## config.mk

```make
export PLATFORM = sky130hd
export DESIGN_NAME = bitwise_alu_pipe
export DESIGN_NICKNAME = d
export VERILOG_FILES = /design/src/rtl/bitwise_alu_pipe.sv
export SDC_FILE = /design/constraint.sdc
export NUM_CORES = 1
export LEC_CHECK = 0
export CAP_MARGIN = 20
export CELL_PAD_IN_SITES_DETAIL_PLACEMENT = 1
export CELL_PAD_IN_SITES_GLOBAL_PLACEMENT = 1
export CORE_MARGIN = 2
export CORE_UTILIZATION = 30
export DETAILED_ROUTE_END_ITERATION = 8
export PLACE_DENSITY_LB_ADDON = 0.15
export SYNTH_ARGS = -nofsm -noshare
export SYNTH_HDL_FRONTEND = slang
export SYNTH_SLANG_ARGS = --single-unit
```

## constraint.sdc

```tcl
create_clock -name clk -period 1.7 [get_ports clk]
set_clock_uncertainty 0.2 [all_clocks]
set_input_delay 0.17 -clock clk [delete_from_list [all_inputs] [get_ports clk]]
set_output_delay 0.17 -clock clk [all_outputs]
set_load 0.01 [all_outputs]
```

## src/rtl/bitwise_alu_pipe.sv

```systemverilog
// bitwise_alu_pipe: eight bitwise ops plus a running XOR accumulator, one registered result stage.
// Latency: result valid one cycle after acceptance; 1 beat/cycle while out_ready stays high.
// Backpressure: in_ready = !out_valid || out_ready; a held result stalls the producer, acc updates only on accept.
// Optional: define BITWISE_ALU_PARITY_EN to add the registered out_par port (XOR reduction of out_data).
module bitwise_alu_pipe #(
  parameter int unsigned           WIDTH    = 4,
  parameter logic [WIDTH-1:0]      ACC_INIT = '0
) (
  input  logic             clk,
  input  logic             rst_n,
  input  logic             in_valid,
  output logic             in_ready,
  input  logic [2:0]       in_op,
  input  logic [WIDTH-1:0] in_x,
  input  logic [WIDTH-1:0] in_y,
  output logic             out_valid,
  input  logic             out_ready,
  output logic [WIDTH-1:0] out_data,
`ifdef BITWISE_ALU_PARITY_EN
  output logic             out_par,
`endif
  output logic             out_zero
);

  localparam logic [2:0] OP_AND     = 3'b000;
  localparam logic [2:0] OP_OR      = 3'b001;
  localparam logic [2:0] OP_XOR     = 3'b010;
  localparam logic [2:0] OP_XNOR    = 3'b011;
  localparam logic [2:0] OP_NAND    = 3'b100;
  localparam logic [2:0] OP_NOR     = 3'b101;
  localparam logic [2:0] OP_ACC_XOR = 3'b110;
  localparam logic [2:0] OP_ACC_CLR = 3'b111;

  typedef enum logic {
    ST_EMPTY = 1'b0,
    ST_FULL  = 1'b1
  } state_e;

  state_e           state_q;
  logic [WIDTH-1:0] data_q;
  logic             zero_q;
  logic [WIDTH-1:0] acc_q;
  logic [WIDTH-1:0] acc_d;
  logic [WIDTH-1:0] res_d;
  logic             accept;
`ifdef BITWISE_ALU_PARITY_EN
  logic             par_q;
`endif

  // Single output register: it can take a new beat when empty or when it drains this cycle.
  assign out_valid = (state_q == ST_FULL);
  assign in_ready  = !out_valid || out_ready;
  assign accept    = in_valid && in_ready;

  assign out_data  = data_q;
  assign out_zero  = zero_q;
`ifdef BITWISE_ALU_PARITY_EN
  assign out_par   = par_q;
`endif

  // Result and next-accumulator selection; acc ops return the new accumulator value so
  // a CLR followed directly by an XOR sees the cleared value through acc_q.
  always_comb begin
    res_d = '0;
    acc_d = acc_q;
    unique case (in_op)
      OP_AND:     res_d = in_x & in_y;
      OP_OR:      res_d = in_x | in_y;
      OP_XOR:     res_d = in_x ^ in_y;
      OP_XNOR:    res_d = ~(in_x ^ in_y);
      OP_NAND:    res_d = ~(in_x & in_y);
      OP_NOR:     res_d = ~(in_x | in_y);
      OP_ACC_XOR: begin
        acc_d = acc_q ^ in_x ^ in_y;
        res_d = acc_d;
      end
      OP_ACC_CLR: begin
        acc_d = ACC_INIT;
        res_d = ACC_INIT;
      end
      default:    res_d = '0;
    endcase
  end

  // EMPTY/FULL state machine with registered result, zero flag and accumulator.
  // Accumulator and result move only on accept, so stalled beats are never counted twice.
  always_ff @(posedge clk or negedge rst_n) begin
    if (!rst_n) begin
      state_q <= ST_EMPTY;
      data_q  <= '0;
      zero_q  <= 1'b1;
      acc_q   <= ACC_INIT;
`ifdef BITWISE_ALU_PARITY_EN
      par_q   <= 1'b0;
`endif
    end else begin
      if (accept) begin
        state_q <= ST_FULL;
        data_q  <= res_d;
        zero_q  <= (res_d == '0);
        acc_q   <= acc_d;
`ifdef BITWISE_ALU_PARITY_EN
        par_q   <= ^res_d;
`endif
      end else if ((state_q == ST_FULL) && out_ready) begin
        state_q <= ST_EMPTY;
      end
    end
  end

endmodule

```

== After elaboration in Yosys (flattened, before gate mapping) ==
Cells that the tools add are included.

* Reduce and logical (&&, ||, !) cells: 9
* Equality and inequality tests: 7
* Muxes and demuxes: 4
* Bitwise logic cells: 8

{| class="wikitable"
|+ Operators by type and width
! operator !! number
|-
| 4-bit one-hot mux with 8 select lines || 1
|-
| 3-bit equality test (second input constant) || 4
|-
| 4-bit inverter || 3
|-
| 4-bit XOR || 3
|-
| 4-bit one-hot mux with 2 select lines || 1
|-
| 3-bit by 2-bit equality test with 1-bit output (second input constant) || 2
|-
| 4-bit AND || 1
|-
| 4-bit logical NOT || 1
|-
| 4-bit OR || 1
|-
| 2-bit nonzero test || 2
|-
| 3-bit by 1-bit equality test with 1-bit output (second input constant) || 1
|-
| 3-bit logical NOT || 1
|-
| 1-bit logical AND || 2
|-
| 1-bit 2-to-1 mux || 2
|-
| 2-bit AND reduction || 1
|-
| 1-bit logical NOT || 1
|-
| 1-bit logical OR || 1
|}

* Flip-flop bits (word level): 10
* Logic and storage cells: 32
* Output and inout port bits: 7
* Bits of input ports: 15

== Depth between registers and ports, before layout ==
Gate-level depths: netlist of the first run.

* Depth after elaboration: 4
* Mapped depth: 6
* Gate-level depth less buffers: 6

== Least setup slack after synthesis of the first run ==
OpenSTA, ideal clock, no wires.

* Path kind: register to register
* From: register state_q (netlist: out_valid)
* To: register data_q[0] (netlist: out_data[0])
* Setup time: 0.125 ns
* Path slack: 0.041 ns
* Data required time: 1.375 ns
* Cell stages (with the launch flop): 5
* Buffers on the path: 1
* Clock period less this slack: 1.659 ns
* Data arrival time: 1.335 ns
* Path through: dfrtp_1 nand2b_1 and2_1 clkbuf_1 mux2_2

* Word-level cells in the longest chain between the ends: 3

{| class="wikitable"
|+ RTL lines
! item !! RTL line !! text
|-
| start: declaration || 39 || <nowiki>state_e state_q;</nowiki>
|-
| start signal: assignment || 89 || <nowiki>state_q <= ST_EMPTY;</nowiki>
|-
| start signal: assignment || 98 || <nowiki>state_q <= ST_FULL;</nowiki>
|-
| start signal: assignment || 106 || <nowiki>state_q <= ST_EMPTY;</nowiki>
|-
| 1-bit logical NOT || 52 || <nowiki>assign in_ready = !out_valid || out_ready;</nowiki>
|-
| 1-bit logical OR || 52 ||
|-
| named net in_ready || 12 || <nowiki>output logic in_ready,</nowiki>
|-
| 1-bit logical AND || 53 || <nowiki>assign accept = in_valid && in_ready;</nowiki>
|-
| end signal: assignment || 99 || <nowiki>data_q <= res_d;</nowiki>
|-
| end: declaration || 40 || <nowiki>logic [WIDTH-1:0] data_q;</nowiki>
|}

The timed path passes the listed nets, and every way through them passes these cells.
A chain may end at the register's enable or synchronous reset.

== Final worst setup path of the first run ==
* From: input port in_x[2]
* To: register zero_q (netlist: out_zero)

* Word-level cells in the longest chain between the ends: 4
* Elaborated cells on any way between the ends: 10
* Classes of those cells: 1 x mux; 8 x bitwise; 1 x reduce/logical

{| class="wikitable"
|+ RTL lines
! item !! RTL line !! text
|-
| start: declaration || 14 || <nowiki>input logic [WIDTH-1:0] in_x,</nowiki>
|-
| 4-bit XOR, or another cell as far along (2 in series) || 74 || <nowiki>acc_d = acc_q ^ in_x ^ in_y;</nowiki>
|-
| 4-bit one-hot mux with 8 select lines * || 66 || <nowiki>unique case (in_op)</nowiki>
|-
| 4-bit logical NOT * || 100 || <nowiki>zero_q <= (res_d == '0);</nowiki>
|-
| end signal: assignment || 100 ||
|-
| end: declaration || 41 || <nowiki>logic zero_q;</nowiki>
|}

Every way passes the cells marked *; elsewhere a longest branch is shown, timed or not.

==> impl_metrics.py, run 1 <==
metrics = {
    "yosys": {
        "synth_area_leaders": "dfrtp_1 25%, ha_1 11%, xor3_1 7.8%, xor2_1 6.7%, mux2_2 3.7%",
        "synthArstFlopShare": 1.000,
        "synth_edf_count": 0,
        "synth_top_area_share": 0.2452,
        "synth_cell_types": 33,
        "syn_area_um2": 918.4,
        "synth_top_area_cell": "dfrtp_1",
        "synthFlopType": "dfrtp_1",
        "yosysSeqAreaShare": 0.2738,
        "syn_avg_cell_area_um2": 10.44,
        "synth-seq-cells": 10,
        "syn_inst": 88,
        "postSynthNetCount": 111,
        "ys_warn_count": 0,
    },
    "drt": {
        "dr_total_vias": 807,
        "wl_um": 2403,
        "avgRoutedWirePerCell_um": 14.39,
        "drt_iter0_markers": 14,
        "post-route-drc-count": 0,
        "firstDrtPassIters": 4,
        "avgViaCountPerCell": 4.832,
        "final_antenna_net_count": 0,
    },
    "floorplanning": {
        "dieArea_um2": 3520,
        "coreArea_um2": 2978,
        "core.rowCount": 20,
        "dieWidth_um": 59.33,
        "fp.dieH_um": 59.33,
        "initial_utilization": 0.3084,
        "ios": 22,
    },
    "placed_design": {
        "place.gp.congestion": 0.7254,
        "post_dp_cell_area_um2": 1287,
        "hpwl_um": 1871,
        "portBuffers": 21,
    },
    "critical_path": {
        "path_buf_inv": 2,
        "critical_path.startpoint_type": "primary input",
        "crit_fanout": 3,
        "critPathTopFamily": "compound AO/OA/AOI/OAI gates",
        "required_ns": 1.67,
        "crit_path_top_delay_cell": "xor3_1",
        "path_class": "in2reg",
        "endpoint_kind": "register",
        "crit_path_max_incr_delay_ns": 0.38,
        "cp.arrival_ns": 1.66,
        "path_cells": "clkdlybuf4s15_1 -> buf_4 -> xor3_1 -> a22oi_2 -> o31ai_4 -> o41ai_2",
    },
    "pwr": {
        "ir_drop_uv": 414.6,
        "power_density_nw_per_um2": 672.6,
        "p_leak_nw": 0.6712,
        "total_power_mw": 0.9460,
    },
    "grt": {
        "grt_overflow_total": 0,
        "grt_pass1_wl_um": 4015,
        "antenna_found_initial": 0,
        "grt_start_max_net_pins": 11,
        "grt_pass1_vias": 873,
        "grt_use_total": 0.1520,
    },
    "cells_and_area": {
        "drive_gt1_frac": 0.3134,
        "design_area_um2": 1406,
        "num-nets-final": 158,
        "layout_commonest_cell": "buf_4",
        "num_antenna_cells": 0,
        "synthToLayoutAreaGrowth_pct": 53.13,
        "layout_common_cells": "24 x buf_4, 11 x dlygate4sd2_1, 9 x dfrtp_1",
    },
    "clock_network": {
        "cts_root_buf": "clkbuf_4",
        "cts_buffers": 3,
        "path_clk_slew_ns": 0.07,
        "clock_path_buffers": 2,
        "postCtsHoldBufs": 0,
        "htree_levels": 1,
        "clkLatencyLatePin_ns": 0.27,
        "cts_num_sinks": 10,
        "cts_tree": "done",
    },
    "timing": {
        "post-route-period-util": 0.9967,
        "setup_violations": 0,
        "worst_pin_slew_ns": 0.4620,
        "slew_violations": 0,
        "rsz0062_at_grt": "true",
        "whs_ns": 0.01689,
        "slew_headroom": 0.6910,
        "period_needed_ns": 1.694,
        "max_clock_freq_ghz": 0.5902,
        "hold_viol": 0,
    },
    "worst_hold_path": {
        "min_path_type": "in2async",
    },
    "job": {
        "cap_violations": 0,
    },
    "status": {
        "status": "completed",
    },
}
flip-flops by register name, indices dropped and copies added, names as in the netlist:
register / flops
acc_q: 4
out_valid: 1
out_zero: 1
out_data: 4
Yosys cell counts, types with 2 or more instances:
master,instances
ha_1,8
o21a_1,4
mux2_2,3
o2111ai_1,2
inv_1,8
buf_2,2
xor3_1,3
nand2b_1,5
xnor2_1,2
nor2b_1,4
and2b_1,3
o2bb2ai_1,3
o31ai_1,3
nor3_1,3
a22oi_1,3
xor2_1,7
dfrtp_1,9
repair_timing:
| item | CTS | global route |
|---|---|---|
| pin swaps | 9 | 5 |
| buffers inserted | 4 | 2 |
| setup endpoints to repair | 7 | 4 |
| resized for setup | 22 | 4 |
metrics by stage:
step	setup TNS (ns)	cells	setup slack, ns	utilization
2_1_floorplan	0	88	0.04072	-
6_report	0	167	0.005650	0.4723
5_1_grt	-0.03073	167	-0.03073	0.4723
4_1_cts	-0.05579	165	-0.04112	0.4618
3_5_place_dp	-2.651	157	-0.5239	0.4324
3_3_place_gp	-2.387	157	-0.4712	0.4324
layer usage:
metal  wire, um  part of all wire  up-vias  track usage
met1       1174              0.49      381       0.2000
met3         92             0.038        0      0.04148
met4          0                 0        0      0.01948
met2       1136              0.47       20       0.2543
li1           -                 -      406            -
met5          0                 0        -            0
final timing paths:
| kind | start | end | slack [ns] | cells after the start |
|---|---|---|---|---|
| setup / recovery | in_x[2] | out_zero | 0.006 | 6 |
| hold / removal | rst_n | acc_q[2] | 0.02 | 1 |
| setup reg to reg | acc_q[2] | out_zero | 0.02 | 4 |
| hold reg to reg | out_zero | out_zero | 0.31 | 2 |
| max in group asynchronous | rst_n | out_zero | 0.94 | 1 |
| min in group clk | in_x[0] | acc_q[0] | 0.24 | 4 |
kinds of logic after synthesis:
kind of cell,Yosys count,synth area share
compound gates,20,0.1935
xor+xnor,12,0.1635
fa+ha+maj,8,0.1090
buf+inv,12,0.05994
flops,10,0.2739
mux,3,0.03678
simple gates,23,0.1635
final cells by class:
class | instances | area (um^2)
well taps | 33 | 41.29
repair buffers | 46 | 387.9
flip-flops and latches | 10 | 251.5
clock buffers | 4 | 26.28
fillers | 340 | 1572
multi-input cells | 66 | 669.4
inverters | 8 | 30.03
power by group:
group / internal, mW / switching (mW) / leakage [nW]
Sequential: 0.287 / 0.0319 / 0.121
Combinational: 0.272 / 0.180 / 0.535
Clock: 0.0909 / 0.0849 / 0.0150
No activity file was read; power rests on OpenSTA's default activity.
==> run 2, diff against run 1 <==
--- a/config.mk
+++ b/config.mk
@@ -11,6 +11,7 @@
 export CORE_MARGIN = 2
 export CORE_UTILIZATION = 30
 export DETAILED_ROUTE_END_ITERATION = 8
+export DONT_BUFFER_PORTS = 1
 export PLACE_DENSITY_LB_ADDON = 0.15
 export SYNTH_ARGS = -nofsm -noshare
 export SYNTH_HDL_FRONTEND = slang
==> impl_metrics.py, run 2 (synthesis gave the netlist of run 1 again) <==
metrics = {
    "status": {
        "status": "completed",
    },
    "clock_network": {
        "cts_num_sinks": 10,
        "cts_buffers": 3,
        "clkLatencyLatePin_ns": 0.27,
        "path_clk_slew_ns": 0.07,
        "cts_tree": "done",
        "clock_path_buffers": 2,
        "cts_root_buf": "clkbuf_4",
        "htree_levels": 1,
    },
    "grt": {
        "grt_pass1_vias": 791,
        "antenna_found_initial": 0,
        "grt_start_max_net_pins": 17,
        "grt_pass1_wl_um": 3836,
        "grt_use_total": 0.1449,
        "grt_overflow_total": 0,
    },
    "critical_path": {
        "crit_path_top_delay_cell": "dfrtp_1",
        "path_cells": "xnor2_1 -> xnor2_1 -> o221ai_1 -> o41ai_2",
        "cp.arrival_ns": 1.55,
        "cp_common_cell": "xnor2_1",
        "endpoint_kind": "register",
        "critical_path.startpoint_type": "register",
        "required_ns": 1.67,
        "crit_fanout": 2,
        "crit_path_max_incr_delay_ns": 0.39,
        "path_class": "reg2reg",
    },
    "timing": {
        "max_clock_freq_ghz": 0.6336,
        "whs_ns": 0.009242,
        "setup_ws_ns": 0.1216,
        "slew_headroom": 0.6630,
        "slew_violations": 0,
        "worst_pin_slew_ns": 0.5039,
        "hold_viol": 0,
        "post-route-period-util": 0.9284,
        "setup_tns_ns": 0,
        "period_needed_ns": 1.578,
        "rsz0062_at_grt": "false",
        "setup_violations": 0,
    },
    "cells_and_area": {
        "num_antenna_cells": 0,
        "post-route-util": 0.3815,
        "num-nets-final": 125,
        "layout_common_cells": "9 x dfrtp_1, 9 x dlygate4sd3_1, 8 x inv_1, 8 x ha_1, 7 x xor2_1",
        "design_area_um2": 1136,
        "synthToLayoutAreaGrowth_pct": 23.71,
        "final_cells": 134,
        "drive_gt1_frac": 0.1782,
    },
    "pwr": {
        "p_leak_nw": 0.5092,
        "ir_drop_uv": 357.7,
        "power_density_nw_per_um2": 730.8,
        "total_power_mw": 0.8303,
    },
    "drt": {
        "avgRoutedWirePerCell_um": 16.74,
        "wl_um": 2243,
        "drt_iter0_markers": 13,
        "dr_total_vias": 697,
        "avgViaCountPerCell": 5.201,
        "firstDrtPassIters": 2,
        "final_antenna_net_count": 0,
        "post-route-drc-count": 0,
    },
    "floorplanning": {
        "dieWidth_um": 59.33,
        "core.rowCount": 20,
        "coreArea_um2": 2978,
        "fp.dieH_um": 59.33,
        "ios": 22,
        "initial_utilization": 0.3084,
        "dieArea_um2": 3520,
    },
    "job": {
        "cap_violations": 0,
    },
    "placed_design": {
        "dp_cells": 119,
        "hpwl_um": 1557,
        "place.gp.congestion": 0.6653,
        "post-place-ws_ns": -0.04953,
        "portBuffers": 0,
        "post_dp_cell_area_um2": 962.2,
    },
    "worst_hold_path": {
        "min_path_type": "in2reg",
    },
}
## run 2: cell types whose count changed in the layout (fill, tap and decap cells not counted), sizes merged
cell / before / now
buf: 25 / 4
dlygate4sd3: 0 / 9
dlygate4sd2: 11 / 0
clkdlybuf4s50: 8 / 0
clkdlybuf4s15: 2 / 0
## run 2: path summary, 6_finish.rpt
check	cells after the start	slack, ns	start	end
worst max-delay path	4	0.12	acc_q[3]	out_zero
worst min register to register	1	0.31	acc_q[3]	acc_q[3]
min in group asynchronous	1	0.10	rst_n	acc_q[1]
worst max register to register	4	0.12	acc_q[3]	out_zero
max in group asynchronous	1	0.83	rst_n	out_zero
worst min-delay path	2	0.009	in_op[1]	out_zero
## run 2: critical path: cells and delay by family (launching register included)
kind,cells,cell delay (ns)
AO/OA/AOI/OAI,2,0.56
XOR/XNOR,2,0.34
flip-flops,1,0.39
## run 2: area by class of cell
type | count | area [um^2]
well taps | 33 | 41.29
inverters | 8 | 30.03
flip-flops and latches | 10 | 251.5
repair buffers | 13 | 132.6
multi-input cells | 66 | 644.4
fillers | 343 | 1842
clock buffers | 4 | 36.28
## run 2: timing repair
item / 4_1_cts / 5_1_grt
pin swaps: 1 / 5
endpoints found under the hold margin: 15 / 0
resized for setup: 3 / 2
setup endpoints to repair: 2 / 3
buffers inserted: 1 / 1
hold buffers: 9 / 0
## run 2: power breakdown
part           leakage [nW]  internal [mW]  switching, mW
Combinational         0.367          0.165          0.111
Sequential            0.121          0.287         0.0434
Clock                0.0210          0.130         0.0937
Total                 0.509          0.582          0.248
## run 2: per-layer routing
metal | vias to the layer above | global-route usage | share of wire | wire [um]
li1 | 347 | - | - | -
met4 | 0 | 0.009740 | 0 | 0
met5 | - | 0 | 0 | 0
met3 | 0 | 0.04803 | 0.054 | 121
met2 | 17 | 0.2276 | 0.46 | 1037
met1 | 333 | 0.2024 | 0.48 | 1085
==> run 3, diff against run 2 <==
--- a/config.mk
+++ b/config.mk
@@ -12,6 +12,7 @@
 export CORE_UTILIZATION = 30
 export DETAILED_ROUTE_END_ITERATION = 8
 export DONT_BUFFER_PORTS = 1
+export HOLD_SLACK_MARGIN = 0.05
 export PLACE_DENSITY_LB_ADDON = 0.15
 export SYNTH_ARGS = -nofsm -noshare
 export SYNTH_HDL_FRONTEND = slang
==> impl_metrics.py, run 3 (synthesis gave the netlist of run 1 again) <==
metrics = {
    "clock_network": {
        "cts_buffers": 3,
        "cts_tree": "done",
        "cts_num_sinks": 10,
        "clock_path_buffers": 2,
        "cts_root_buf": "clkbuf_4",
        "clkLatencyLatePin_ns": 0.27,
        "htree_levels": 1,
        "path_clk_slew_ns": 0.07,
    },
    "pwr": {
        "sequentialPowerShare": 0.395,
        "pwr-share-clk": 0.267,
        "p_leak_nw": 0.5175,
        "p_switching_mw": 0.2505,
        "total_power_mw": 0.8354,
        "ir_drop_uv": 356.1,
        "power_density_nw_per_um2": 722.6,
        "p_int_mw": 0.5849,
        "combinationalPowerShare": 0.338,
        "sw_frac_of_total": 0.2999,
    },
    "cells_and_area": {
        "drive_gt1_frac": 0.1748,
        "num-nets-final": 127,
        "layout_commonest_cell": "dlygate4sd3_1",
        "design_area_um2": 1156,
        "synthToLayoutAreaGrowth_pct": 25.89,
        "num_antenna_cells": 0,
        "layout_common_cells": "11 x dlygate4sd3_1, 9 x dfrtp_1, 8 x inv_1, 8 x ha_1, 7 x xor2_1",
        "post-route-util": 0.3882,
    },
    "placed_design": {
        "place.gp.congestion": 0.6653,
        "portBuffers": 0,
        "post_dp_cell_area_um2": 962.2,
        "hpwl_um": 1557,
    },
    "critical_path": {
        "cp.arrival_ns": 1.55,
        "crit_path_top_delay_cell": "dfrtp_1",
        "path_buf_inv": 0,
        "path_class": "reg2reg",
        "cp_common_cell": "xnor2_1",
        "crit_fanout": 2,
        "critical_path.startpoint_type": "register",
        "crit_path_max_incr_delay_ns": 0.39,
        "path_cells": "xnor2_1 -> xnor2_1 -> o221ai_1 -> o41ai_2",
        "required_ns": 1.67,
        "endpoint_kind": "register",
        "critPathTopFamily": "compound AO/OA/AOI/OAI gates",
    },
    "grt": {
        "antenna_found_initial": 0,
        "grt_overflow_total": 0,
        "grt_start_max_net_pins": 17,
        "grt_pass1_vias": 791,
        "grt_use_total": 0.1453,
        "grt_pass1_wl_um": 3843,
    },
    "timing": {
        "period_needed_ns": 1.585,
        "setup_violations": 0,
        "max_clock_freq_ghz": 0.6309,
        "slew_violations": 0,
        "post-route-period-util": 0.9324,
        "slew_headroom": 0.6647,
        "hold_viol": 0,
        "worst_pin_slew_ns": 0.5013,
        "rsz0062_at_grt": "false",
    },
    "drt": {
        "post-route-drc-count": 0,
        "wl_um": 2265,
        "final_antenna_net_count": 0,
        "firstDrtPassIters": 4,
        "dr_total_vias": 716,
        "avgRoutedWirePerCell_um": 16.65,
        "drt_iter0_markers": 13,
        "avgViaCountPerCell": 5.265,
    },
    "floorplanning": {
        "dieWidth_um": 59.33,
        "ios": 22,
        "fp.dieH_um": 59.33,
        "core.rowCount": 20,
        "dieArea_um2": 3520,
        "coreArea_um2": 2978,
        "initial_utilization": 0.3084,
    },
    "status": {
        "status": "completed",
    },
    "worst_hold_path": {
        "min_path_type": "in2reg",
    },
    "job": {
        "cap_violations": 0,
    },
}
==> run 3: tightest hold or removal path: cells and delay by family <==
family	cells	cell delay [ns]
buffers and inverters	1	0.14
AND/OR/NAND/NOR	2	0.17
==> run 3: final timing paths <==
kind | depth (start not counted) | start | slack, ns | end
worst min register to register | 1 | acc_q[3] | 0.31 | acc_q[3]
max in group asynchronous | 1 | rst_n | 0.83 | out_zero
min in group asynchronous | 1 | rst_n | 0.10 | acc_q[1]
worst max register to register | 4 | acc_q[3] | 0.11 | out_zero
worst min-delay path | 3 | out_ready | 0.06 | out_valid
worst max-delay path | 4 | acc_q[3] | 0.11 | out_zero
==> run 3: power by group through the flow <==
stage | sequential [mW] | clock, mW | combinational (mW)
finish | 0.330 | 0.223 | 0.282
global route | 0.337 | 0.245 | 0.309
CTS | 0.332 | 0.233 | 0.270
detailed placement | 0.337 | 0 | 0.225
global placement | 0.338 | 0 | 0.220
floorplan | 0.329 | 0 | 0.198
==> run 3: repair_timing <==
action	in CTS	in global routing
endpoints found under the setup margin	2	3
hold buffers	10	1
resized for setup	3	2
hold endpoints to repair	17	2
gates cloned	0	0
setup buffers	1	1
pin swaps	1	5
==> run 3: area by class of cell <==
cell class | count | area (um^2)
clock buffer | 4 | 36.28
fill | 343 | 1822
inverter | 8 | 30.03
multi-input combinational | 66 | 644.4
sequential | 10 | 251.5
tap | 33 | 41.29
timing repair buffer | 15 | 152.6
==> run 3: layer usage <==
layer | global-route usage | wire length [um] | vias up
met5 | 0 | 0 | -
met4 | 0.009740 | 0 | 0
met3 | 0.04803 | 112 | 0
met2 | 0.2261 | 1051 | 16
met1 | 0.2052 | 1101 | 351
li1 | - | - | 349
==> run 3: per-stage QoR <==
step	setup WS, ns	instances	hold slack [ns]	setup TNS (ns)
3_3_place_gp	0.004741	119	-0.3252	0
2_1_floorplan	0.04072	88	-0.3256	0
6_report	0.1149	136	0.05870	0
3_5_place_dp	-0.04953	119	-0.3251	-0.04953
5_1_grt	0.01686	136	0.06982	0
4_1_cts	0.01285	134	0.05625	0
